[config.mk]
export PLATFORM = sky130hd
export DESIGN_NAME = brainfuck_uart_tx_flat
export DESIGN_NICKNAME = d
export VERILOG_FILES = /design/src/rtl/brainfuck_uart_tx_if.sv /design/src/rtl/brainfuck_uart_tx.sv /design/src/flat_wrapper.sv
export SDC_FILE = /design/constraint.sdc
export NUM_CORES = 1
export LEC_CHECK = 0
export CELL_PAD_IN_SITES_DETAIL_PLACEMENT = 1
export CELL_PAD_IN_SITES_GLOBAL_PLACEMENT = 2
export CORE_AREA = 2 2 100 151
export CTS_BUF_LIST = sky130_fd_sc_hd__clkbuf_4 sky130_fd_sc_hd__clkbuf_8
export CTS_CLUSTER_DIAMETER = 100
export DETAILED_ROUTE_END_ITERATION = 12
export DIE_AREA = 0 0 102 153
export HOLD_SLACK_MARGIN = 0.03
export PLACE_DENSITY_LB_ADDON = 0.05
export SLEW_MARGIN = 20
export SYNTH_ARGS = -nofsm -noshare
export SYNTH_HDL_FRONTEND = slang
export SYNTH_SLANG_ARGS = --single-unit
[constraint.sdc]
create_clock -name clk -period 7.56 [get_ports clk]
set_input_delay 0.756 -clock clk [delete_from_list [all_inputs] [get_ports clk]]
set_output_delay 0.756 -clock clk [all_outputs]
set_load 0.01 [all_outputs]
[src/rtl/brainfuck_uart_tx_if.sv]
// brainfuck_uart_tx_if: CPU output-port handshake bundle.
// master = CPU side, slave = UART transmitter side.
interface brainfuck_uart_tx_if;
   logic [7:0] output_data;
   logic       output_write;
   logic       output_busy;

   modport master (
      output output_data,
      output output_write,
      input  output_busy
   );

   modport slave (
      input  output_data,
      input  output_write,
      output output_busy
   );
endinterface

[src/rtl/brainfuck_uart_tx.sv]
// brainfuck_uart_tx: FIFO-buffered UART transmitter for the brainfuck CPU output port.
// Define BF_UART_TX_PARITY_EN for 8E1 frames; the default build sends 8N1.
module brainfuck_uart_tx #(
   parameter int CLK_DIV         = 434,
   parameter int FIFO_ADDR_WIDTH = 4
) (
   input  logic              clk,
   input  logic              rst_i,
   brainfuck_uart_tx_if.slave bus,
   output logic              tx,
   output logic              idle,
   output logic              overflow
);
   localparam int AW    = FIFO_ADDR_WIDTH;
   localparam int DEPTH = 1 << AW;
   localparam int BW    = $clog2(CLK_DIV);

   localparam logic [AW:0]   FULL      = (AW+1)'(DEPTH);
   localparam logic [BW-1:0] BAUD_LAST = BW'(CLK_DIV - 1);

   typedef enum logic [2:0] {
      S_IDLE,
      S_START,
      S_DATA,
      S_PARITY,
      S_STOP
   } state_t;

   logic [7:0]    mem [DEPTH];
   logic [AW-1:0] wr_ptr;
   logic [AW-1:0] rd_ptr;
   logic [AW:0]   count;
   logic [AW:0]   count_n;
   logic          busy_q;

   state_t        state;
   state_t        state_n;
   logic [BW-1:0] baud;
   logic [BW-1:0] baud_n;
   logic [2:0]    bit_cnt;
   logic [2:0]    bit_n;
   logic [7:0]    shreg;
   logic [7:0]    sh_n;
   logic          tx_n;
   logic          push;
   logic          pop;
   logic          baud_end;
   logic          has_data;
`ifdef BF_UART_TX_PARITY_EN
   logic          par;
   logic          par_n;
`endif

   assign push     = bus.output_write && (count < FULL);
   assign baud_end = (baud == BAUD_LAST);
   assign has_data = (count != '0);
   assign bus.output_busy = busy_q;

   always_comb begin
      state_n = state;
      baud_n  = baud + BW'(1);
      bit_n   = bit_cnt;
      sh_n    = shreg;
      tx_n    = tx;
      pop     = 1'b0;
`ifdef BF_UART_TX_PARITY_EN
      par_n   = par;
`endif
      unique case (state)
         S_IDLE: begin
            baud_n = '0;
            pop    = has_data;
         end
         S_START: begin
            if (baud_end) begin
               baud_n  = '0;
               bit_n   = '0;
               tx_n    = shreg[0];
               state_n = S_DATA;
            end
         end
         S_DATA: begin
            if (baud_end) begin
               baud_n = '0;
               if (bit_cnt == 3'd7) begin
`ifdef BF_UART_TX_PARITY_EN
                  tx_n    = par;
                  state_n = S_PARITY;
`else
                  tx_n    = 1'b1;
                  state_n = S_STOP;
`endif
               end else begin
                  sh_n  = shreg >> 1;
                  tx_n  = shreg[1];
                  bit_n = bit_cnt + 3'd1;
               end
            end
         end
`ifdef BF_UART_TX_PARITY_EN
         S_PARITY: begin
            if (baud_end) begin
               baud_n  = '0;
               tx_n    = 1'b1;
               state_n = S_STOP;
            end
         end
`endif
         S_STOP: begin
            if (baud_end) begin
               baud_n  = '0;
               tx_n    = 1'b1;
               state_n = S_IDLE;
               pop     = has_data;
            end
         end
         default: begin
            tx_n    = 1'b1;
            state_n = S_IDLE;
         end
      endcase
      // a pop always launches a fresh start bit, from IDLE or straight out of STOP
      if (pop) begin
         sh_n    = mem[rd_ptr];
         tx_n    = 1'b0;
         baud_n  = '0;
         state_n = S_START;
`ifdef BF_UART_TX_PARITY_EN
         par_n   = ^mem[rd_ptr];
`endif
      end
      count_n = count + (AW+1)'(push) - (AW+1)'(pop);
   end

   always_ff @(posedge clk or negedge rst_i) begin
      if (!rst_i) begin
         state    <= S_IDLE;
         baud     <= '0;
         bit_cnt  <= '0;
         shreg    <= '0;
         tx       <= 1'b1;
         wr_ptr   <= '0;
         rd_ptr   <= '0;
         count    <= '0;
         busy_q   <= 1'b0;
         idle     <= 1'b1;
         overflow <= 1'b0;
`ifdef BF_UART_TX_PARITY_EN
         par      <= 1'b0;
`endif
      end else begin
         state   <= state_n;
         baud    <= baud_n;
         bit_cnt <= bit_n;
         shreg   <= sh_n;
         tx      <= tx_n;
         count   <= count_n;
         busy_q  <= (count_n == FULL);
         idle    <= (count_n == '0) && (state_n == S_IDLE);
`ifdef BF_UART_TX_PARITY_EN
         par     <= par_n;
`endif
         if (push) wr_ptr <= wr_ptr + AW'(1);
         if (pop) rd_ptr <= rd_ptr + AW'(1);
         if (bus.output_write && (count == FULL)) overflow <= 1'b1;
      end
   end

   always_ff @(posedge clk) begin
      if (push) mem[wr_ptr] <= bus.output_data;
   end
endmodule

[src/flat_wrapper.sv]
// flat-port wrapper written by rule: the top's interface ports become plain ports
module brainfuck_uart_tx_flat 
#(
   parameter int CLK_DIV         = 434,
   parameter int FIFO_ADDR_WIDTH = 4
)
  (clk, rst_i, tx, idle, overflow, bus_output_data, bus_output_write, bus_output_busy);
  brainfuck_uart_tx_if bus_i ();
  input  logic clk;
  input  logic rst_i;
  output logic tx;
  output logic idle;
  output logic overflow;
  input wire logic [$bits(bus_i.output_data)-1:0] bus_output_data;
  input wire logic [$bits(bus_i.output_write)-1:0] bus_output_write;
  output wire logic [$bits(bus_i.output_busy)-1:0] bus_output_busy;
  assign bus_i.output_data = bus_output_data;
  assign bus_i.output_write = bus_output_write;
  assign bus_output_busy = bus_i.output_busy;
  brainfuck_uart_tx #(.CLK_DIV(CLK_DIV), .FIFO_ADDR_WIDTH(FIFO_ADDR_WIDTH)) u_core (.clk(clk), .rst_i(rst_i), .bus(bus_i), .tx(tx), .idle(idle), .overflow(overflow));
endmodule
==> results.md <==
- The part of the cycle the worst path needs is around half.
- During synthesis, Yosys emitted a total of 0 warnings.
- The library cell appearing most often on the critical path is ha_1.
- The remaining max-slew budget at the tightest pin is between 30% and 40%.
- Yosys mapped the design onto 42 distinct sky130hd cell types.
- The design draws 1970 uW.
- In this run the remaining antenna-violating nets after routing total 0.
- The hold buffer count at CTS is 0.
- The standard-cell row count is between 50 and 60.
- The sequential cells in the finished layout cover a total of roughly 4800 um^2.
- The clock root buffer is clkbuf_8.
- The number of global-route vias before repair is 3804.
- The full die area is between 15000 and 20000 um^2.
- The number of post-CTS setup repair buffers is 0.
- For this configuration, the core starts out at a cell density of between 40% and 50%.
- The critical setup path kind is reg -> reg.
- The clock slew seen by the registers of the worst setup and hold paths is 0.10 ns.
- The die is roughly 150 um tall.
- In this run, the number of DRC markers left after iteration 0 of detailed routing was 163.
- The source-to-sink clock delay at the later pin of the worst-skew pair is between 0.4 and 0.5 ns.
- The cell count after placement is 609.
- The net total in the final layout is roughly 460.
- After filler insertion, the fill cell instance count of the layout stands at 1345.
- The area taken by multi-input logic gates is 2060 um^2.
- Adding up every negative setup slack in the final design gives 0 ns.
- The largest net degree at the start of global routing is just over 40.
- The routed layout has between 3000 and 4000 vias.
- The top-level port count is 15.
- The net count of the mapped netlist is around 440.
- Static timing analysis puts the maximum clock frequency at between 0.2 and 0.3 GHz.
- The tool flagged a number of max-cap violations equal to 0.
- The critical path's slowest cell is or4_1.
- The number of failing hold endpoints at the final stage was 0.
- Of the synthesized area, sequential elements account for about 70%.
- The clock drives approximately 170 sinks.
- The final weighted congestion of routability-driven global placement is 0.744.
- At the worst endpoint, the arrival time is between 4 and 5 ns.
- Leaving out fill and tap cells, the most frequent cell in the layout is edfxtp_1.
- The most used flip-flop cell after synthesis is edfxtp_1.
- The number of instances resized during post-cts repair is 0.
- The path length in cells of the critical path is 12.
- The count of flip-flops with a built-in enable after synthesis is ~130.
- The per-cell routed wire length is between 20 and 25 um.
- The final period demand of the worst path is roughly 3.8 ns.
- The max-slew violation count was 0.
- The worst hold path belongs to the class in -> async.
- The number of buffers and inverters on the critical path is 3.
- The standard cell core area is around 14000 um^2.
- Setup violations remaining at the end of the flow were counted as 0.
- The global-route usage over all layers is between 10% and 20%.
- The finished layout holds ~640 standard cells, fillers aside.
- For the worst flop-to-flop path, the logic depth is 12.
- The maximum vdd drop is around 0.15 mV.
- Summed over all cells, the static leakage comes to between 0.002 and 0.003 uW.
- After detailed routing, the wire length on met1 is approximately 5300 um.
- The setup clock skew after layout is about 0.016 ns.
- The number of antenna violations at the first check in global routing came to 0.
- The switching share of total power is between 20% and 30%.
- Broken down by cell family, the worst path's largest delay share belongs to simple AND/OR/NAND/NOR gates.
- Synthesis handed over a netlist of between 400 and 500 instances.
- After synthesis the netlist holds a flip-flop and latch count of 168.
- The power per standard cell area is 254 nW/um^2.
- The routed length on met2 is 7790 um.
- The type of element capturing the critical path is a flop.
- CTS built an H-tree with a depth of 4.
- The startpoint type of the worst setup path is a flop.
- The first detailed-routing pass ran for 4 iterations.
- Registers are responsible for 56.0% of the overall power.
- The number of port buffers is 14.
- The flow ran to the end, and the final reports show no timing, DRC or antenna violations.
- Per report_power, the combinational group accounts for 12.4% of the total.
- The width of the chip is 102 um.
- The number of inserted diodes is 0.
- The longest clock path from root to sink contains 2 buffers.
- The post-synthesis async set-or-reset flop share is about a quarter.
- Detailed placement ended at an HPWL of 9450 um.
- For this run, the slowest stage of the critical path takes 0.64 ns.
- The clock tree from TritonCTS is done.
- The area of the mapped netlist is between 7000 and 8000 um^2.
- The number of buffers created by CTS is 17.
- Setup repair after global routing left no endpoint under its margin.
- The total wire length after detailed routing is 13500 um.
- Global routing finished with a remaining overflow of 0.
- The average via count per standard cell is between 5 and 6.
- The critical path goes through inv_1, ha_1, nand4_1, or4_1, a21oi_2, buf_4, ha_1, inv_1, ha_1, fa_1, or4_1, nor4_1.
- The transition time at the pin with the least slew margin is 1.03 ns.
- At the worst endpoint, the required time is around 8 ns.
- The uppermost layer routed is met4.
- The power dissipated by switching net loads is between 500 and 600 uW.
- The sum of met3 wire segment lengths after detailed routing is approximately 300 um.
- Internal power comes to about 1400 uW.
- Compared with the post-synthesis result, the final layout area differs by 10.4%.
- Of the cells placed in the final design, the portion with a size suffix greater than 1 is approximately a fifth.
- In this run the worst path has a maximum fanout of 24.
- In the routed design, unresolved DRC markers number 0.
- The synthesized area per cell is 17.0 um^2.
- The clock network fraction of design power is 31.6%.
- The first global-routing pass estimated 22000 um of wire.
- In the layout the commonest cells are edfxtp_1, dfrtp_1, mux4_2, nand2_1, nor2_1.
layout make-up:
| cell class | instances | share of cell area, % |
|---|---|---|
| sequential | 168 | 62.4 |
| multi-input combinational | 215 | 26.6 |
| tap | 196 | 3.16 |
| clock buffer | 17 | 3.01 |
| clock inverter | 15 | 2.22 |
| timing repair buffer | 17 | 2.03 |
| inverter | 13 | 0.628 |
metal layers:
layer | vias up | GRT usage [%]
met5 | - | 0
met1 | 1801 | 23.1
li1 | 1633 | -
met4 | 0 | 5.78
met3 | 9 | 3.98
met2 | 43 | 35.0
through the flow:
step | cell area [um^2] | utilization (%) | worst slack [ns] | hold WS (ns)
floorplan | 7040 | - | 4.01 | 0.453
global placement | 7370 | 51.4 | 3.90 | 0.447
detailed placement | 7370 | 51.4 | 3.81 | 0.454
CTS | 7770 | 54.3 | 3.77 | 0.432
global route | 7770 | 54.3 | 3.60 | 0.453
finish | 7770 | 54.3 | 3.81 | 0.427
power groups by stage:
stage	Sequential [uW]	Combinational (uW)	Clock, uW
after floorplan	1110	165	0
after global placement	1120	238	0
after detailed placement	1130	250	0
after CTS	1110	251	646
after global routing	1110	278	675
final	1100	245	623
Yosys cell counts, types with 6 or more instances:
| library cell | n | area (um^2) |
|---|---|---|
| o21ai_0 | 6 | 30.0 |
| o21ai_2 | 8 | 70.1 |
| inv_1 | 13 | 48.8 |
| clkbuf_1 | 11 | 41.3 |
| dfrtp_1 | 38 | 951 |
| mux4_2 | 32 | 721 |
| nor2_1 | 21 | 78.8 |
| nand2_1 | 24 | 90.1 |
| ha_1 | 15 | 188 |
| and2_1 | 16 | 100 |
| mux2i_1 | 15 | 150 |
| xnor2_1 | 11 | 96.3 |
| edfxtp_1 | 128 | 3840 |
| o211ai_1 | 8 | 60.1 |
| mux2_2 | 9 | 101 |
| a21oi_1 | 6 | 30.0 |
| xor2_1 | 6 | 52.6 |
worst paths after layout:
path / start / end / slack, ns
min in group clk: u_core.overflow$_DFFE_PN0P_ / u_core.overflow$_DFFE_PN0P_ / 0.47
min: rst_i / u_core.baud[5]$_DFF_PN0_ / 0.43
max: u_core.baud[1]$_DFF_PN0_ / u_core.idle$_DFF_PN1_ / 3.81
min reg2reg: u_core.overflow$_DFFE_PN0P_ / u_core.overflow$_DFFE_PN0P_ / 0.47
max in group asynchronous: rst_i / u_core.rd_ptr[3]$_DFFE_PN0N_ / 6.49
max reg2reg: u_core.baud[1]$_DFF_PN0_ / u_core.idle$_DFF_PN1_ / 3.81
kinds of logic after synthesis:
logic type                 after synthesis  share of synthesized area (%)
DFF                                    168                           68.9
and+or+nand+nor                         85                           6.17
muxes                                   56                           13.8
AOI/OAI and AO/OA                       40                           4.09
buffers and inverters                   32                           1.85
xor gates and xnor gates                17                           2.12
adders and majority gates               17                           3.09
registers in the layout, summed over array words and instances, names as in the netlist, 3 cells and up:
| name | count |
|---|---|
| u_core.wr_ptr | 4 |
| u_core.bit_cnt | 3 |
| u_core.baud | 9 |
| u_core.state | 3 |
| u_core.mem | 128 |
| u_core.shreg | 8 |
| u_core.count | 5 |
| u_core.rd_ptr | 4 |
Power figures use the tool's default switching activity.
